File: src/rtl/dlfloat_mac_host.sv
// Host-side driver for a DLfloat16 MAC pin interface: queues operand pairs onto a
// two-phase 16-bit bus and reassembles the byte-serial result stream into words.
module dlfloat_mac_host #(
  parameter int DEPTH    = 4,
  parameter int RX_PHASE = 1,
  parameter int RES_LAT  = 6
) (
  input  logic        clk,
  input  logic        rst,
  input  logic        op_valid,
  output logic        op_ready,
  input  logic [15:0] op_a,
  input  logic [15:0] op_b,
  output logic [15:0] bus_out,
  input  logic [7:0]  res_byte,
  output logic        res_valid,
  output logic [15:0] res_data,
  output logic [15:0] issued_cnt,
  output logic        busy
);

  localparam int   AW    = $clog2(DEPTH);
  localparam logic RX_PH = (RX_PHASE != 0);

  // Handshake: a pair is taken on any edge where op_valid && op_ready; op_ready
  // depends only on registered FIFO occupancy.
  logic [31:0]        mem_q [DEPTH];
  logic [AW-1:0]      wr_ptr_q, wr_ptr_d, rd_ptr_q, rd_ptr_d;
  logic [AW:0]        cnt_q, cnt_d;
  logic               ph_q, ph_d;
  logic [15:0]        slot_a_q, slot_a_d, slot_b_q, slot_b_d;
  logic               slot_vld_q, slot_vld_d;
  logic [15:0]        issued_q, issued_d;
  logic [7:0]         msb_hold_q, msb_hold_d;
  logic [15:0]        res_data_q, res_data_d;
  logic               res_valid_q, res_valid_d;
  logic [RES_LAT-1:0] dl_q, dl_d;
  logic [2:0]         want_q, want_d;

  logic push, pop, emerge, lsb_edge, want_dec;

  assign op_ready = (cnt_q != (AW+1)'(DEPTH));
  assign push     = op_valid && op_ready;
  assign pop      = ph_q && (cnt_q != '0);
  assign emerge   = dl_q[RES_LAT-1];
  assign lsb_edge = (ph_q != RX_PH);
  assign want_dec = lsb_edge && (want_q != 3'd0);

  always_comb begin
    wr_ptr_d    = wr_ptr_q + AW'(push);
    rd_ptr_d    = rd_ptr_q + AW'(pop);
    cnt_d       = cnt_q + (AW+1)'(push) - (AW+1)'(pop);
    ph_d        = ~ph_q;
    slot_a_d    = slot_a_q;
    slot_b_d    = slot_b_q;
    slot_vld_d  = slot_vld_q;
    issued_d    = issued_q + 16'(pop);
    msb_hold_d  = msb_hold_q;
    res_data_d  = res_data_q;
    res_valid_d = 1'b0;
    want_d      = want_q;

    // New slot is loaded only at the end of the B cycle, so both bus words come from flops.
    if (ph_q) begin
      if (pop) begin
        slot_a_d   = mem_q[rd_ptr_q][31:16];
        slot_b_d   = mem_q[rd_ptr_q][15:0];
        slot_vld_d = 1'b1;
      end else begin
        slot_a_d   = 16'h0000;
        slot_b_d   = 16'h0000;
        slot_vld_d = 1'b0;
      end
    end

    dl_d[0] = slot_vld_q && ph_q;
    for (int i = 1; i < RES_LAT; i++) dl_d[i] = dl_q[i-1];

    if (lsb_edge) begin
      res_data_d  = {msb_hold_q, res_byte};
      res_valid_d = (want_q != 3'd0);
    end else begin
      msb_hold_d = res_byte;
    end

    // Simultaneous arrival and consumption leave the outstanding count unchanged.
    case ({emerge, want_dec})
      2'b10:   want_d = (want_q == 3'd7) ? want_q : want_q + 3'd1;
      2'b01:   want_d = want_q - 3'd1;
      default: want_d = want_q;
    endcase
  end

  always_ff @(posedge clk) begin
    if (push) mem_q[wr_ptr_q] <= {op_a, op_b};
  end

  always_ff @(posedge clk or posedge rst) begin
    if (rst) begin
      wr_ptr_q    <= '0;
      rd_ptr_q    <= '0;
      cnt_q       <= '0;
      ph_q        <= 1'b0;
      slot_a_q    <= 16'h0000;
      slot_b_q    <= 16'h0000;
      slot_vld_q  <= 1'b0;
      issued_q    <= 16'h0000;
      msb_hold_q  <= 8'h00;
      res_data_q  <= 16'h0000;
      res_valid_q <= 1'b0;
      dl_q        <= '0;
      want_q      <= 3'd0;
    end else begin
      wr_ptr_q    <= wr_ptr_d;
      rd_ptr_q    <= rd_ptr_d;
      cnt_q       <= cnt_d;
      ph_q        <= ph_d;
      slot_a_q    <= slot_a_d;
      slot_b_q    <= slot_b_d;
      slot_vld_q  <= slot_vld_d;
      issued_q    <= issued_d;
      msb_hold_q  <= msb_hold_d;
      res_data_q  <= res_data_d;
      res_valid_q <= res_valid_d;
      dl_q        <= dl_d;
      want_q      <= want_d;
    end
  end

  assign bus_out    = ph_q ? slot_b_q : slot_a_q;
  assign res_valid  = res_valid_q;
  assign res_data   = res_data_q;
  assign issued_cnt = issued_q;
  assign busy       = (cnt_q != '0) || slot_vld_q || (dl_q != '0) || (want_q != 3'd0);

endmodule

File: config.mk
export PLATFORM = sky130hd
export DESIGN_NAME = dlfloat_mac_host
export DESIGN_NICKNAME = d
export VERILOG_FILES = /design/src/rtl/dlfloat_mac_host.sv
export SDC_FILE = /design/constraint.sdc
export NUM_CORES = 1
export LEC_CHECK = 0
export CAP_MARGIN = 25
export CORE_MARGIN = 2
export CORE_UTILIZATION = 30
export CTS_CLUSTER_SIZE = 25
export DETAILED_ROUTE_END_ITERATION = 8
export PLACE_DENSITY_LB_ADDON = 0.15
export SYNTH_ARGS = -nofsm -noshare
export SYNTH_HDL_FRONTEND = slang
export SYNTH_SLANG_ARGS = --single-unit
File: constraint.sdc
create_clock -name clk -period 3.2 [get_ports clk]
set_input_delay 0.32 -clock clk [delete_from_list [all_inputs] [get_ports clk]]
set_output_delay 0.32 -clock clk [all_outputs]
set_load 0.01 [all_outputs]
* Word-level counts from Yosys, hierarchy flattened *
Memories as Yosys holds them, arrays and structs flattened.
Cells that the tools add are included.

operators by class
  add/subtract/negate cells = 7
  multipliers = 0
  divide/modulo/power cells = 0
  order comparisons = 0
  eq/ne operators = 5
  shift-type cells = 0
  mux-type cells = 9
  bitwise operators = 1
  reduce and logical (&&, ||, !) cells = 12

operators by type and width
  kind                                                                count
  16-bit two-way mux                                                  3
  16-bit by 1-bit adder with 16-bit output                            1
  3-bit one-hot mux with 2 select lines                               1
  3-bit nonzero test                                                  2
  6-bit nonzero test                                                  1
  2-bit by 1-bit adder with 2-bit output                              2
  1-bit logical AND                                                   4
  1-bit two-way mux                                                   4
  3-bit by 1-bit adder with 3-bit output                              1
  3-bit by 1-bit adder with 3-bit output, second input constant       1
  3-bit == test, second input constant                                1
  1-bit logical OR                                                    3
  3-bit two-way mux                                                   1
  3-bit != test, second input constant                                1
  3-bit by 1-bit subtractor with 3-bit output                         1
  3-bit by 1-bit subtractor with 3-bit output, second input constant  1
  2-bit by 1-bit == test with 1-bit output, second input constant     1
  2-bit == test, second input constant                                1
  2-bit != test, second input constant                                1
  2-bit AND reduction                                                 1
  2-bit nonzero test                                                  1
  1-bit inverter                                                      1

storage, ports and cells
  register bits = 91
  latch bits = 0
  RAM bits = 128
  memory bits (read-only) = 0
  input port bits = 43
  output and inout port bits = 51
  logic and storage cells = 48
  memories kept = 1

memory list
  name   depth  width  read ports  clocked after memory_dff  write ports  line  RTL
  mem_q  4      32     1           0                         1            27    logic [31:0] mem_q [DEPTH];

* Longest topological paths before layout *
Gate-level depths: netlist of run 1.

  word-level depth = 5
  mapped depth = 9
  mapped depth without buffers = 9

* Least setup slack after synthesis of run 1 *
Ideal clock, no wire load.

  path kind = register to register
  from = register cnt_q[1]
  to = memory mem_q[1][0], enable pin
  library setup time = 0.468 ns
  data arrival time = 3.081 ns
  required time = 2.732 ns
  slack = -0.349 ns
  stages on the path, launching flop included = 5
  buffers on the path = 0
  period minus slack after synthesis = 3.549 ns
  cells stage by stage = dfrtp_1 nor2_1 nand2_1 nand2_1 nor3b_1

between the ends
  cells in the longest elaborated chain, start to end = 4

RTL lines
  what                                     line  RTL
  start, declared                          29    logic [AW:0] cnt_q, cnt_d;
  start signal, assigned                   116   cnt_q <= cnt_d;
  3-bit != test                            42    assign op_ready = (cnt_q != (AW+1)'(DEPTH));
  named net op_ready                       11    output logic op_ready,
  1-bit logical AND                        43    assign push = op_valid && op_ready;
  1-bit two-way mux                        95    if (push) mem_q[wr_ptr_q] <= {op_a, op_b};
  1-bit two-way mux (implied by the code)  95
  end, declared                            27

The timed path passes the listed nets, and every way through them passes these cells.

* Worst setup path in the final report of run 1 *
  from = register ph_q
  to = output bus_out[8]

between the ends
  cells in the longest elaborated chain, start to end = 1

RTL lines
  what                    line  RTL
  start, declared         30    logic ph_q, ph_d;
  start signal, assigned  117   ph_q <= ph_d;
  16-bit two-way mux      130   assign bus_out = ph_q ? slot_b_q : slot_a_q;
  end, declared           14    output logic [15:0] bus_out,

Every way passes these cells.

==> results of run 1 <==
[final cells by class]
type / instances / area (um2)
sequential: 219 / 6120
timing repair buffer: 104 / 1040
inverter: 9 / 36.3
multi-input combinational: 270 / 2100
fill: 2636 / 17100
tap: 378 / 473
clock inverter: 9 / 56.3
clock buffer: 37 / 701
[sequential cells by signal, summed over array words and instances (netlist names)]
register,count
mem_q,128
issued_cnt,16
res_data,16
slot_a_q,16
slot_b_q,16
msb_hold_q,8
dl_q,6
cnt_q,3
want_q,3
rd_ptr_q,2
wr_ptr_q,2
ph_q,1
res_valid,1
slot_vld_q,1
[layer usage]
layer	vias up	global-route usage (%)	wire, um
met5	-	0	22
met4	4	3.87	518
li1	2141	-	-
met2	119	22.1	8940
met1	2395	15.8	7910
met3	36	2.67	863
[worst max-delay path by stage]
stage / startpoint / endpoint / cells after the start
floorplan: cnt_q[1] / mem_q[1][0] / 4
finish: ph_q / bus_out[8] / 4
global route: ph_q / bus_out[9] / 4
global placement: ph_q / bus_out[9] / 4
detailed placement: ph_q / bus_out[9] / 4
CTS: ph_q / bus_out[9] / 4
[layout by cell type, fill, tap and decap left out, types with 8 or more instances in the layout]
master and instances:
nand2_1 128, edfxtp_1 128, clkdlybuf4s50_1 93, dfrtp_1 89, mux4_2 27, clkbuf_16 25, a22o_1 16, xnor2_1 13
clkbuf_1 9, buf_4 9, mux2_2 8, nand3_1 8
[through the flow]
step | hold WS, ps | TNS [ps]
detailed placement | 366 | 0
global placement | 360 | 0
CTS | 181 | 0
floorplan | 355 | -26050
finish | 175 | 0
global route | 209 | 0
[power by group through the flow]
stage	Clock, mW	Sequential [mW]	Combinational [mW]
6_report	2.63	4.09	2.41
3_5_place_dp	0	4.14	2.48
4_1_cts	2.73	4.09	2.48
3_3_place_gp	0	4.11	2.45
5_1_grt	2.85	4.16	2.66
2_1_floorplan	0	4.02	1.67
[cells by family (layout without fill, tap and decap cells)]
family	after synthesis	after routing	synth area share [%]
xor gates and xnor gates	19	19	1.98
adders and majority gates	7	7	1.22
and+or+nand+nor	171	171	8.63
DFF	219	219	72.9
AOI/OAI and AO/OA	33	33	3.09
buffers and inverters	34	159	2.24
muxes	40	40	9.89
==> impl_metrics.env, run 1 <==
export IMPL_area_delta_synth_final_pct=25.5
export IMPL_synth_commonest_cells="edfxtp_1, nand2_1, dfrtp_1, mux4_2, a22o_1"
export IMPL_cts_repair_resize_count=0
export IMPL_rows=61
export IMPL_cts_sinks=219
export IMPL_stdcell_count=1026
export IMPL_dr_pass1_iters=4
export IMPL_boundaryPins=94
export IMPL_nets=679
export IMPL_combinationalPowerShare_pct=26.4
export IMPL_worstMarginPinSlew_ps=569
export IMPL_placedCellCount=980
export IMPL_die_area_um2=29300
export IMPL_worstPathRequired_ps=2880
export IMPL_vdd_ir_drop_max_mv=0.358
export IMPL_regToRegSetupSlack_ps=980
export IMPL_synth_largest_area_cell="edfxtp_1"
export IMPL_dp_slack_ps=893
export IMPL_synth_ff_type="edfxtp_1"
export IMPL_diodes=0
export IMPL_setup_violations=0
export IMPL_post_route_util_pct=38.1
export IMPL_grt_overflow_total=0
export IMPL_synthDistinctLibCells=39
export IMPL_fp_coreArea_um2=27600
export IMPL_drv_slew=0
export IMPL_post_cts_setup_buffers=0
export IMPL_wl_um=18300
export IMPL_postCtsHoldBufs=0
export IMPL_cts_root_buf="clkbuf_16"
export IMPL_cts_made_buffers=25
export IMPL_cpPeakStageDelay_ps=590
export IMPL_cts_tree="yes"
export IMPL_p_sw_mw=2.67
export IMPL_vias=4695
export IMPL_syn_nets=573
export IMPL_drive_gt1_share_pct=13.7
export IMPL_die_y_um=171
export IMPL_post_dp_cell_area_um2=9770
export IMPL_rr_startpoint="ph_q"
export IMPL_async_flop_share_pct=41.6
export IMPL_antenna_found_initial=2
export IMPL_ys_ff_latch=219
export IMPL_worstReg2RegEnd="want_q[2]"
export IMPL_place_hpwl_um=10900
export IMPL_die_w_um=171
export IMPL_fin_area_um2=10500
export IMPL_cp_slowest_cell="dfrtp_2"
export IMPL_gp_congestion=0.718
export IMPL_grt_usage_pct=12.7
export IMPL_cp_end_kind="output port"
export IMPL_drc=0
export IMPL_wire_per_inst_um=17.8
export IMPL_cp_max_fo=27
export IMPL_period_needed_ps=2770
export IMPL_drt_iter0_markers=279
export IMPL_drv_cap=0
export IMPL_syn_inst=523
export IMPL_synth_top_area_share_pct=45.8
export IMPL_grt_pass1_wl_um=28400
export IMPL_max_slew_margin_rel_pct=62.0
export IMPL_hold_class="primary input to async pin"
export IMPL_cts_max_level=1
export IMPL_worst_setup_path_type="register to output port"
export IMPL_viasPerCell=4.58
export IMPL_synth_edff_count=128
export IMPL_path_cells="inv_2 > nand2_1 > nand2_1 > clkdlybuf4s50_1"
export IMPL_power_density_nw_per_um2=867
export IMPL_clock_latency_ps=530
export IMPL_start_util_pct=30.4
export IMPL_clockPowerShare_pct=28.9
export IMPL_io_buffers=93
export IMPL_intPower_mw=6.45
export IMPL_cts_clk_slew_worst_paths_ps=60
export IMPL_postSynthAreaPerCell_um2=16.0
export IMPL_cp_start_kind="register"
export IMPL_critical_path_buf_inv_count=2
export IMPL_reg2reg_depth=6
export IMPL_setup_slack_ps=433
export IMPL_clock_path_buffers=3
export IMPL_design_power_total_mw=9.12
export IMPL_timing_hold_violations_final=0
export IMPL_path_delay_family="buffers and inverters"
export IMPL_outcome="completed"
export IMPL_rsz0062_at_grt="no"
export IMPL_yosysWarnings=0
export IMPL_fin_skew_ps=17.6
export IMPL_finalCritPeriodShare_pct=86.5
export IMPL_fmax_mhz=361
export IMPL_worst_ep_arrival_time_ps=2450
export IMPL_netlist_area_um2=8390
export IMPL_synth_area_top_cells="edfxtp_1, dfrtp_1, mux4_2, nand2_1, a22o_1"
export IMPL_swShare_pct=29.3
export IMPL_power_leakage_nw=4.10
export IMPL_ys_seq_area_share_pct=72.9
export IMPL_critPathMostFrequentCell="nand2_1"
export IMPL_seqPwrFrac_pct=44.8
export IMPL_grt_pass1_vias=5042
export IMPL_postRouteAntennaNets=0
export IMPL_grt_max_degree=58
Note: power is estimated with default switching activity, not from simulation.
==> run 2, diff against run 1 <==
ABC_AREA = 1   (was not set)
clock period = 2.71 ns   (was 3.2 ns; I/O delays follow)
==> run 2 against run 1 <==
- total power up 24%
- register-to-register slack got worse by 240 ps
- worst hold slack got worse by 58 ps
- cell area is 3.4% higher
- clock power grew 20%
- global-route usage increased by 1.1 points
==> impl_metrics.env, run 2 <==
export IMPL_viasPerCell=4.38
export IMPL_drt_iter0_markers=308
export IMPL_grt_max_degree=66
export IMPL_worst_setup_path_type="register to output port"
export IMPL_setup_slack_ps=276
export IMPL_stdcell_count=1261
export IMPL_synth_edff_count=128
export IMPL_cp_start_kind="register"
export IMPL_post_route_util_pct=38.1
export IMPL_fmax_mhz=411
export IMPL_grt_use_met1_pct=19.0
export IMPL_area_delta_synth_final_pct=26.0
export IMPL_rr_startpoint="ph_q"
export IMPL_synth_most_common_cell="nand2_1"
export IMPL_yosysWarnings=0
export IMPL_use_met3_pct=2.35
export IMPL_power_leakage_nw=4.43
export IMPL_nets=908
export IMPL_antenna_found_initial=1
export IMPL_multi_input_area_um2=2130
export IMPL_cts_clk_slew_worst_paths_ps=60
export IMPL_drive_gt1_share_pct=9.58
export IMPL_synth_area_top_cells="edfxtp_1, dfrtp_1, nand2_1, nand3_1, o21ai_0"
export IMPL_diodes=0
export IMPL_cts_tree="yes"
export IMPL_outcome="completed"
export IMPL_power_density_nw_per_um2=1040
export IMPL_gp_congestion=0.739
export IMPL_grt_usage_pct=13.8
export IMPL_path_cells="inv_4 > nand2_1 > o21ai_0 > clkdlybuf4s50_1"
export IMPL_synth_top_area_share_pct=44.5
export IMPL_cts_made_buffers=25
export IMPL_wl_um=20400
export IMPL_clock_latency_ps=520
export IMPL_post_cts_setup_buffers=0
export IMPL_rows=62
export IMPL_boundaryPins=94
export IMPL_vias=5522
export IMPL_syn_inst=755
export IMPL_use_met2_pct=22.5
export IMPL_cpPeakStageDelay_ps=630
export IMPL_async_flop_share_pct=41.6
export IMPL_synth_commonest_cells="nand2_1, edfxtp_1, nand3_1, dfrtp_1, inv_1"
export IMPL_ys_seq_area_share_pct=70.9
export IMPL_timing_hold_violations_final=0
export IMPL_final_cell_mix="nand2_1, edfxtp_1, nand3_1"
export IMPL_reg2reg_depth=9
export IMPL_finalCritPeriodShare_pct=89.8
export IMPL_synth_largest_area_cell="edfxtp_1"
export IMPL_path_delay_family="buffers and inverters"
export IMPL_cts_root_buf="clkbuf_16"
export IMPL_die_w_um=174
export IMPL_die_y_um=174
export IMPL_synth_ff_type="edfxtp_1"
export IMPL_mostFrequentLayoutCell="nand2_1"
export IMPL_setup_violations=0
export IMPL_cp_slowest_cell="clkdlybuf4s50_1"
export IMPL_regMostFlops="mem_q"
export IMPL_largest_reg_flops=128
export IMPL_fp_coreArea_um2=28500
export IMPL_die_area_um2=30100
export IMPL_drc=0
export IMPL_drv_cap=0
export IMPL_critical_path_buf_inv_count=2
export IMPL_design_power_total_mw=11.3
export IMPL_worstMarginPinSlew_ps=782
export IMPL_placedCellCount=1215
export IMPL_postCtsHoldBufs=0
export IMPL_period_needed_ps=2430
export IMPL_worstPathRequired_ps=2440
export IMPL_start_util_pct=30.2
export IMPL_postRouteAntennaNets=0
export IMPL_synthDistinctLibCells=31
export IMPL_postSynthAreaPerCell_um2=11.4
export IMPL_syn_nets=805
export IMPL_dp_slack_ps=581
export IMPL_dr_pass1_iters=4
export IMPL_drv_slew=0
export IMPL_seqCellArea_um2=6120
export IMPL_place_hpwl_um=12200
export IMPL_n_fill_cell=2862
export IMPL_cts_max_level=1
export IMPL_post_dp_cell_area_um2=10100
export IMPL_grt_pass1_vias=5517
export IMPL_netlist_area_um2=8630
export IMPL_wire_per_inst_um=16.2
export IMPL_max_slew_margin_rel_pct=47.9
export IMPL_fin_skew_ps=12.4
export IMPL_io_buffers=93
export IMPL_hold_class="primary input to async pin"
export IMPL_cp_max_fo=34
export IMPL_grt_busiest_layer="met2"
export IMPL_worst_ep_arrival_time_ps=2160
export IMPL_grt_overflow_total=0
export IMPL_ys_ff_latch=219
export IMPL_fin_area_um2=10900
export IMPL_clock_path_buffers=3
export IMPL_rsz0062_at_grt="no"
export IMPL_vdd_ir_drop_max_mv=0.539
export IMPL_cts_sinks=219
export IMPL_regToRegSetupSlack_ps=740
export IMPL_grt_pass1_wl_um=32300
export IMPL_cp_end_kind="output port"
export IMPL_worstReg2RegEnd="issued_cnt[13]"
export IMPL_cp_depth=4
-- run 2: per-stage QoR --
step | TNS (ps) | hold slack, ps
floorplan | -84420 | 354
global route | 0 | 137
finish | 0 | 117
CTS | 0 | 117
detailed placement | 0 | 363
global placement | 0 | 360
-- run 2: metal layers --
layer  vias to the layer above  wire, um
met1                      2641      9690
met4                         2       505
met3                        31       894
met2                       118      9330
li1                       2730         -
met5                         -        11
-- run 2: cell type report --
class                   instances  area share, %
repair buffers                110           10.5
multi-input cells             446           19.6
well taps                     384           4.42
clock inverters                13          0.690
flip-flops and latches        219           56.3
clock buffers                  33           6.49
inverters                      56           2.00
-- run 2: power by group --
group | switching (mW) | total, mW | leakage, nW | internal [mW]
clock | 1.31 | 3.15 | 0.387 | 1.83
sequential | 0.316 | 4.72 | 2.26 | 4.41
combinational | 2.18 | 3.44 | 1.78 | 1.26
-- run 2: repair_timing --
item	CTS	global route
endpoints found under the hold margin	0	0
gates resized for setup	0	2
setup endpoints to repair	0	9
-- run 2: worst max-delay path by stage --
stage | from | to | slack [ps]
floorplan | cnt_q[1] | mem_q[0][0] | -660
global placement | op_valid | cnt_q[2] | 590
detailed placement | op_valid | cnt_q[2] | 580
CTS | ph_q | bus_out[12] | 50
global route | ph_q | bus_out[8] | 160
finish | ph_q | bus_out[12] | 280
-- run 2: cells by family after synthesis --
group,after synthesis,share of synthesized area [%]
flip-flops,219,70.9
adder cells (fa/ha/maj),7,1.19
AO/OA/AOI/OAI,51,2.96
AND/OR/NAND/NOR,373,18.8
buffers and inverters,90,4.62
XOR/XNOR,15,1.52
==> run 3, diff against run 2 <==
HOLD_SLACK_MARGIN = 0.05   (was not set)
==> results of run 3 <==
Same layout as run 2: the final DEF is identical, and so are final timing and power.
